File: src/rtl/regfile_master.sv
// Command front-end for an external dual-read/single-write register file.
// Sequences write pulses and latency-aligned dual reads, returning one response per command.
module regfile_master #(
  parameter int unsigned DATA_W   = 16,
  parameter int unsigned ADDR_W   = 5,
  parameter int unsigned NUM_REGS = 32,
  parameter int unsigned READ_LAT = 1
) (
  input  logic              clk,
  input  logic              rst_n,
  input  logic              cmd_valid,
  output logic              cmd_ready,
  input  logic              cmd_write,
  input  logic [ADDR_W-1:0] cmd_addr1,
  input  logic [ADDR_W-1:0] cmd_addr2,
  input  logic [DATA_W-1:0] cmd_wdata,
  output logic              select,
  output logic [ADDR_W-1:0] readAddress1,
  output logic [ADDR_W-1:0] readAddress2,
  output logic [ADDR_W-1:0] writeAddress,
  output logic [DATA_W-1:0] writeData,
  input  logic [DATA_W-1:0] readData1,
  input  logic [DATA_W-1:0] readData2,
  output logic              rsp_valid,
  input  logic              rsp_ready,
  output logic [DATA_W-1:0] rsp_data1,
  output logic [DATA_W-1:0] rsp_data2,
  output logic              rsp_write,
  output logic              rsp_err
);

  localparam int unsigned CNT_W = 2;

  typedef enum logic [1:0] {IDLE, WRITE, READ_WAIT, RESP} state_e;

  state_e            state_q;
  logic              cmd_ready_q;
  logic              select_q;
  logic [ADDR_W-1:0] raddr1_q;
  logic [ADDR_W-1:0] raddr2_q;
  logic [ADDR_W-1:0] waddr_q;
  logic [DATA_W-1:0] wdata_q;
  logic [CNT_W-1:0]  cnt_q;
  logic              rsp_valid_q;
  logic [DATA_W-1:0] rsp_data1_q;
  logic [DATA_W-1:0] rsp_data2_q;
  logic              rsp_write_q;
  logic              rsp_err_q;

  logic cmd_fire;
  logic addr1_bad;
  logic addr2_bad;
  logic addr_err;

  // Writes only use addr1; reads use both.
  assign cmd_fire  = cmd_valid & cmd_ready_q;
  assign addr1_bad = 32'(cmd_addr1) >= NUM_REGS;
  assign addr2_bad = 32'(cmd_addr2) >= NUM_REGS;
  assign addr_err  = addr1_bad | (~cmd_write & addr2_bad);

  always_ff @(posedge clk or negedge rst_n) begin
    if (!rst_n) begin
      state_q     <= IDLE;
      cmd_ready_q <= 1'b0;
      select_q    <= 1'b1;
      raddr1_q    <= '0;
      raddr2_q    <= '0;
      waddr_q     <= '0;
      wdata_q     <= '0;
      cnt_q       <= '0;
      rsp_valid_q <= 1'b0;
      rsp_data1_q <= '0;
      rsp_data2_q <= '0;
      rsp_write_q <= 1'b0;
      rsp_err_q   <= 1'b0;
    end else begin
      case (state_q)
        IDLE: begin
          if (cmd_fire) begin
            cmd_ready_q <= 1'b0;
            if (addr_err) begin
              state_q     <= RESP;
              rsp_valid_q <= 1'b1;
              rsp_err_q   <= 1'b1;
              rsp_write_q <= 1'b0;
              rsp_data1_q <= '0;
              rsp_data2_q <= '0;
            end else if (cmd_write) begin
              state_q  <= WRITE;
              select_q <= 1'b0;
              waddr_q  <= cmd_addr1;
              wdata_q  <= cmd_wdata;
            end else begin
              state_q  <= READ_WAIT;
              raddr1_q <= cmd_addr1;
              raddr2_q <= cmd_addr2;
              cnt_q    <= CNT_W'(READ_LAT - 1);
            end
          end else begin
            cmd_ready_q <= 1'b1;
          end
        end
        WRITE: begin
          select_q <= 1'b1;
          state_q  <= RESP;
        end
        READ_WAIT: begin
          if (cnt_q == '0) begin
            state_q     <= RESP;
            rsp_valid_q <= 1'b1;
            rsp_data1_q <= readData1;
            rsp_data2_q <= readData2;
            rsp_write_q <= 1'b0;
            rsp_err_q   <= 1'b0;
          end else begin
            cnt_q <= cnt_q - CNT_W'(1);
          end
        end
        RESP: begin
          // Entry from WRITE arrives without a response; the ack is raised one cycle later.
          if (!rsp_valid_q) begin
            rsp_valid_q <= 1'b1;
            rsp_write_q <= 1'b1;
            rsp_err_q   <= 1'b0;
            rsp_data1_q <= '0;
            rsp_data2_q <= '0;
          end else if (rsp_ready) begin
            rsp_valid_q <= 1'b0;
            cmd_ready_q <= 1'b1;
            state_q     <= IDLE;
          end
        end
        default: begin
          state_q  <= IDLE;
          select_q <= 1'b1;
        end
      endcase
    end
  end

  assign cmd_ready    = cmd_ready_q;
  assign select       = select_q;
  assign readAddress1 = raddr1_q;
  assign readAddress2 = raddr2_q;
  assign writeAddress = waddr_q;
  assign writeData    = wdata_q;
  assign rsp_valid    = rsp_valid_q;
  assign rsp_data1    = rsp_data1_q;
  assign rsp_data2    = rsp_data2_q;
  assign rsp_write    = rsp_write_q;
  assign rsp_err      = rsp_err_q;

endmodule

File: config.mk
export PLATFORM = sky130hd
export DESIGN_NAME = regfile_master
export DESIGN_NICKNAME = d
export VERILOG_FILES = /design/src/rtl/regfile_master.sv
export SDC_FILE = /design/constraint.sdc
export NUM_CORES = 1
export LEC_CHECK = 0
export CAP_MARGIN = 5
export CORE_ASPECT_RATIO = 1.25
export CORE_MARGIN = 3
export CORE_UTILIZATION = 35
export DETAILED_ROUTE_END_ITERATION = 8
export PLACE_DENSITY = 0.8
export SLEW_MARGIN = 10
export SYNTH_ARGS = -nofsm -noshare
export SYNTH_HDL_FRONTEND = slang
export SYNTH_SLANG_ARGS = --single-unit
File: constraint.sdc
create_clock -name clk -period 2.1 [get_ports clk]
set_clock_uncertainty 0.2 [all_clocks]
set_input_delay 0.21 -clock clk [delete_from_list [all_inputs] [get_ports clk]]
set_output_delay 0.21 -clock clk [all_outputs]
set_load 0.01 [all_outputs]
# After elaboration in Yosys (flattened, before gate mapping)
# Cells that the tools add are included.
[totals] regBits=72 inputBits=63 out_inout_bits=68
[classes] addsub=1 eq_ne=11 n_mux=31 n_bitwise=2 reduce_logical=14
[ops] op="case mux 16 bit (2 select lines)" count=2
[ops] op="two-way mux 16 bit" count=3
[ops] op="two-way mux 2 bit" count=8
[ops] op="!= test 2 bit (second input constant)" count=8
[ops] op="AND reduction 3 bit" count=5
[ops] op="two-way mux 1 bit" count=11
[ops] op="case mux 1 bit (2 select lines)" count=5
[ops] op="case mux 2 bit (4 select lines)" count=1
[ops] op="AND reduction 4 bit" count=2
[ops] op="nonzero test 2 bit" count=4
[ops] op="equality test 2 bit (second input constant)" count=2
[ops] op="logical NOT 2 bit" count=2
[ops] op="case mux 2 bit (2 select lines)" count=1
[ops] op="equality test 2 x 1 -> 1 bit (second input constant)" count=1
[ops] op="AND reduction 2 bit" count=1
[ops] op="subtractor 2 x 1 -> 2 bit (second input constant)" count=1
[ops] op="bitwise AND 1 bit" count=1
[ops] op="inverter 1 bit" count=1

# Longest topological paths before layout
[depth] ltp_word=3 mapped_depth=6 depth_no_buf=5

# Least setup slack after synthesis
# Ideal clock, no wire load.
[synth_path] kind="register to register" start="register state_q[0]" end="register wdata_q[12], in the netlist writeData[12]" setup_ns=0.125 arrival_time_ns=1.462 required_time_ns=1.775 slack_ns=0.313 stages_incl_launch_ff=7 synth_period_minus_slack_ns=1.787 cell_sequence="dfrtp_1 -> inv_1 -> ha_1 -> buf_2 -> nand4_2 -> buf_2 -> mux2_2"
[synth_between] elab_chain_len=2
[synth_lines] item="start: declaration" line="36" rtl="state_e state_q;"
[synth_lines] item="start signal: assignment" line="63" rtl="state_q <= IDLE;"
[synth_lines] item="start signal: assignment" line="82" rtl="state_q <= RESP;"
[synth_lines] item="start signal: assignment" line="89" rtl="state_q <= WRITE;"
[synth_lines] item="logical NOT 2 bit" line="77" rtl="case (state_q)"
[synth_lines] item="AND reduction 3 bit (no source line)"
[synth_lines] item="end signal: assignment" line="92" rtl="wdata_q <= cmd_wdata;"
[synth_lines] item="end: declaration" line="42" rtl="logic [DATA_W-1:0] wdata_q;"
# No other way between the ends.
# A chain may end at the register's enable or synchronous reset.

# Worst setup path after layout
[layout_path] start="register cmd_ready_q, in the netlist cmd_ready" end="output cmd_ready"
[layout_lines] item="start: declaration" line="37" rtl="logic cmd_ready_q;"
[layout_lines] item="start signal: assignment" line="64" rtl="cmd_ready_q <= 1'b0;"
[layout_lines] item="start signal: assignment" line="80" rtl="cmd_ready_q <= 1'b0;"
[layout_lines] item="start signal: assignment" line="100" rtl="cmd_ready_q <= 1'b1;"
[layout_lines] item="end: declaration" line="12" rtl="output logic cmd_ready,"
# No word-level cell between the ends.

==> flow_summary_export.csv <==
group,metric,value,unit
power_and_ir_drop,peakVddDrop,0.5810,mV
yosys,yosysSeqAreaShare,0.6093,
worst_setup_path,criticalPathCategory,"reg2out",
die,die_area,9475,sq um
grt,first_global_vias,2353,
die,ios,131,
clock_tree,clkTransAtPathRegs,0.07,ns
clock_tree,post_cts_resized,0,
routing,viasPerCell,5.029,
power_and_ir_drop,power.share.switching,0.3339,
routing,wl,7.569,mm
power_and_ir_drop,power_leakage,1.996,nW
outcome,outcome,"completed",
placement,hpwl,5.668,mm
routing,drc,0,
die,die-height,108.1,microns
timing,tns,0,ns
yosys,synth-edff-count,0,
cells_and_area,antenna_cells,0,
yosys,synth_top_area_frac,0.6003,
routing,wl_per_cell,17.16,microns
placement,numPortBuffers,129,
clock_tree,htreeDepth,3,
yosys,synth-seq-cells,71,
yosys,syn_area_per_cell,14.16,sq um
power_and_ir_drop,combPwrFrac,0.475,
timing,fmax,531.4,MHz
routing,drtIter0Drc,70,
worst_setup_path,r2r_setup_slack,0.25,ns
grt,grt_usage,0.1660,
power_and_ir_drop,powerDensity,1329,nW/um^2
die,core_area,7973,sq um
routing,num_vias,2218,
cells_and_area,drive_gt1_frac,0.1069,
clock_tree,cts_setup_buffers,0,
cells_and_area,area.growth.synth_to_final,55.32,%
clock_tree,cts_buffers,9,
yosys,yosys.area.top_type,"dfrtp_1",
cells_and_area,nNetsFinal,412,
power_and_ir_drop,p_sw,2.012,mW
grt,grt_max_degree,33,
yosys,yosys_warnings,0,
power_and_ir_drop,power.internal,4.012,mW
timing,min_period,1.882,ns
worst_setup_path,worst_ep_required_time,1.69,ns
die,rows,36,
worst_setup_path,max_stage_delay,0.63,ns
clock_tree,cts_tree,"yes",
yosys,yosys-top-cells-area,"dfrtp_1 60%, a22o_1 9.6%, mux2_1 8.1%",
cells_and_area,final_util,0.5684,
worst_setup_path,worstReg2RegStart,"cnt_q[0]",
worst_setup_path,rr_worst_depth,6,
timing,relSlewSlack,0.6247,
yosys,post-synth-top-count-cell,"dfrtp_1",
die,start_util,0.3660,
yosys,ys_async_sr_fraction,1.000,
power_and_ir_drop,p_clk_frac,0.162,
worst_setup_path,cp_num_buf_inv,1,
timing,rsz0062_at_grt,"no",
grt,antenna_found_initial,0,
worst_setup_path,cp.arrival,1.47,ns
placement,routabilityCongestion,0.7587,
timing,hold_slack,0.1927,ns
yosys,netlist_area,2918,sq um
clock_tree,worstSkewPairLatency,0.34,ns
cells_and_area,fill_cells,673,
worst_setup_path,path_cells,"clkdlybuf4s50_1",
timing,hold_viol_final,0,
clock_tree,cts_buffer_depth,2,
timing,setup_violations,0,
yosys,syn_nets,277,
yosys,synthFlopType,"dfrtp_1",
worst_setup_path,end_kind,"primary output",
die,fp.dieW,87.67,microns
yosys,synth_common_cells,"70 x dfrtp_1, 32 x a22o_1, 21 x mux2_1",
grt,gr-total-overflow,0,
worst_setup_path,crit_family,"buffers and inverters",
yosys,synth_cells,206,
power_and_ir_drop,seqPwrFrac,0.363,
timing,period_share,0.8961,
hold_path,hold_path_class,"in2async",
routing,ant_nets,0,
clock_tree,cts-root-buf,"clkbuf_8",
clock_tree,ctsHoldBuffers,1,
worst_setup_path,crit_slowest_cell,"clkdlybuf4s50_1",
worst_setup_path,reg2reg_to,"rsp_data1[14]",
timing,tightest_slew,0.5629,ns
worst_setup_path,setup.worst_path.start_class,"flop",
run,cap_violations,0,
clock_tree,cts.sinks,71,
worst_setup_path,crit_fanout,9,
routing,dr.pass1.iters,4,
timing,slew_viol_final,0,
grt,grt_pass1_wl,11.97,mm
yosys,yosysUniqueCellTypes,29,
[worst reg2reg max path: stages (launching register included)]
cell and delay (ns):
dfrtp_1 0.41, inv_1 0.10, ha_1 0.32, nand2b_1 0.16
o211ai_1 0.14, buf_12 0.20, a22o_1 0.21
[worst max path at each step]
stage | depth (start not counted) | startpoint | to
2_1_floorplan | 6 | state_q[0] | writeData[12]
3_5_place_dp | 4 | cmd_write | readAddress2[2]
3_3_place_gp | 4 | cmd_write | readAddress2[0]
6_report | 1 | cmd_ready | cmd_ready
4_1_cts | 1 | cmd_ready | cmd_ready
5_1_grt | 1 | cmd_ready | cmd_ready
[per-stage QoR]
stage	total power, mW	area [sq um]	setup slack [ns]	cells
finish	6.024	4532	0.2182	441
global route	6.432	4532	0.1189	441
CTS	6.111	4532	0.1799	441
detailed placement	5.102	4345	0.2609	424
global placement	4.990	4345	0.2860	424
floorplan	3.642	2918	0.3129	206
[sequential cells by signal (all words and copies together) (netlist names)]
| name | count |
|---|---|
| rsp_data1 | 16 |
| rsp_data2 | 16 |
| writeData | 16 |
| readAddress1 | 5 |
| readAddress2 | 5 |
| writeAddress | 5 |
| cnt_q | 2 |
| state_q | 2 |
| cmd_ready | 1 |
| rsp_valid | 1 |
| rsp_write | 1 |
| select | 1 |
[logic make-up after synthesis]
kind of cell | Yosys count | share of synthesized area
other cells | 1 | 0.001285
buf+inv | 21 | 0.04202
simple gates | 22 | 0.04288
compound gates | 47 | 0.1329
fa+ha+maj | 8 | 0.03431
mux | 36 | 0.1372
flops | 71 | 0.6093
[power by group through the flow]
stage	Combinational, mW	Clock (mW)	Sequential [mW]
2_1_floorplan	1.25	0	2.39
3_3_place_gp	2.80	0	2.19
3_5_place_dp	2.89	0	2.21
4_1_cts	2.90	1.01	2.19
5_1_grt	3.10	1.07	2.26
6_report	2.86	0.978	2.19
[layout make-up]
| class | instances | area [sq um] | area share |
|---|---|---|---|
| Clock buffer | 13 | 158.9 | 0.03506 |
| Clock inverter | 3 | 17.52 | 0.003865 |
| Inverter | 8 | 30.03 | 0.006626 |
| Multi-Input combinational cell | 114 | 1017 | 0.2245 |
| Sequential cell | 71 | 1778 | 0.3923 |
| Tap cell | 95 | 118.9 | 0.02623 |
| Timing Repair Buffer | 137 | 1411 | 0.3114 |
[routing by layer]
layer | track usage | up-vias | part of all wire | wire, microns
met3 | 0.03582 | 11 | 0.036 | 271
li1 | - | 1015 | - | -
met5 | 0 | - | 0 | 0
met2 | 0.3114 | 56 | 0.58 | 4403
met1 | 0.1790 | 1136 | 0.37 | 2763
met4 | 0.06031 | 0 | 0.017 | 131
[cells in the final DEF, fill, tap and decap left out, types with 2 or more instances in the layout]
cell type,n
ha_1,8
a22o_1,32
clkdlybuf4s50_1,128
o22ai_1,2
inv_1,7
o21ai_0,2
mux2_1,21
nand2b_1,3
buf_4,2
nand3_1,7
clkbuf_1,2
clkinv_2,2
nand2_1,5
mux2_2,11
a21oi_1,3
clkbuf_8,11
mux2i_1,4
nand4b_1,2
nor2b_1,2
dfrtp_1,70
buf_12,5
a2bb2oi_1,2
o211ai_1,3
Power figures use the tool's default switching activity.
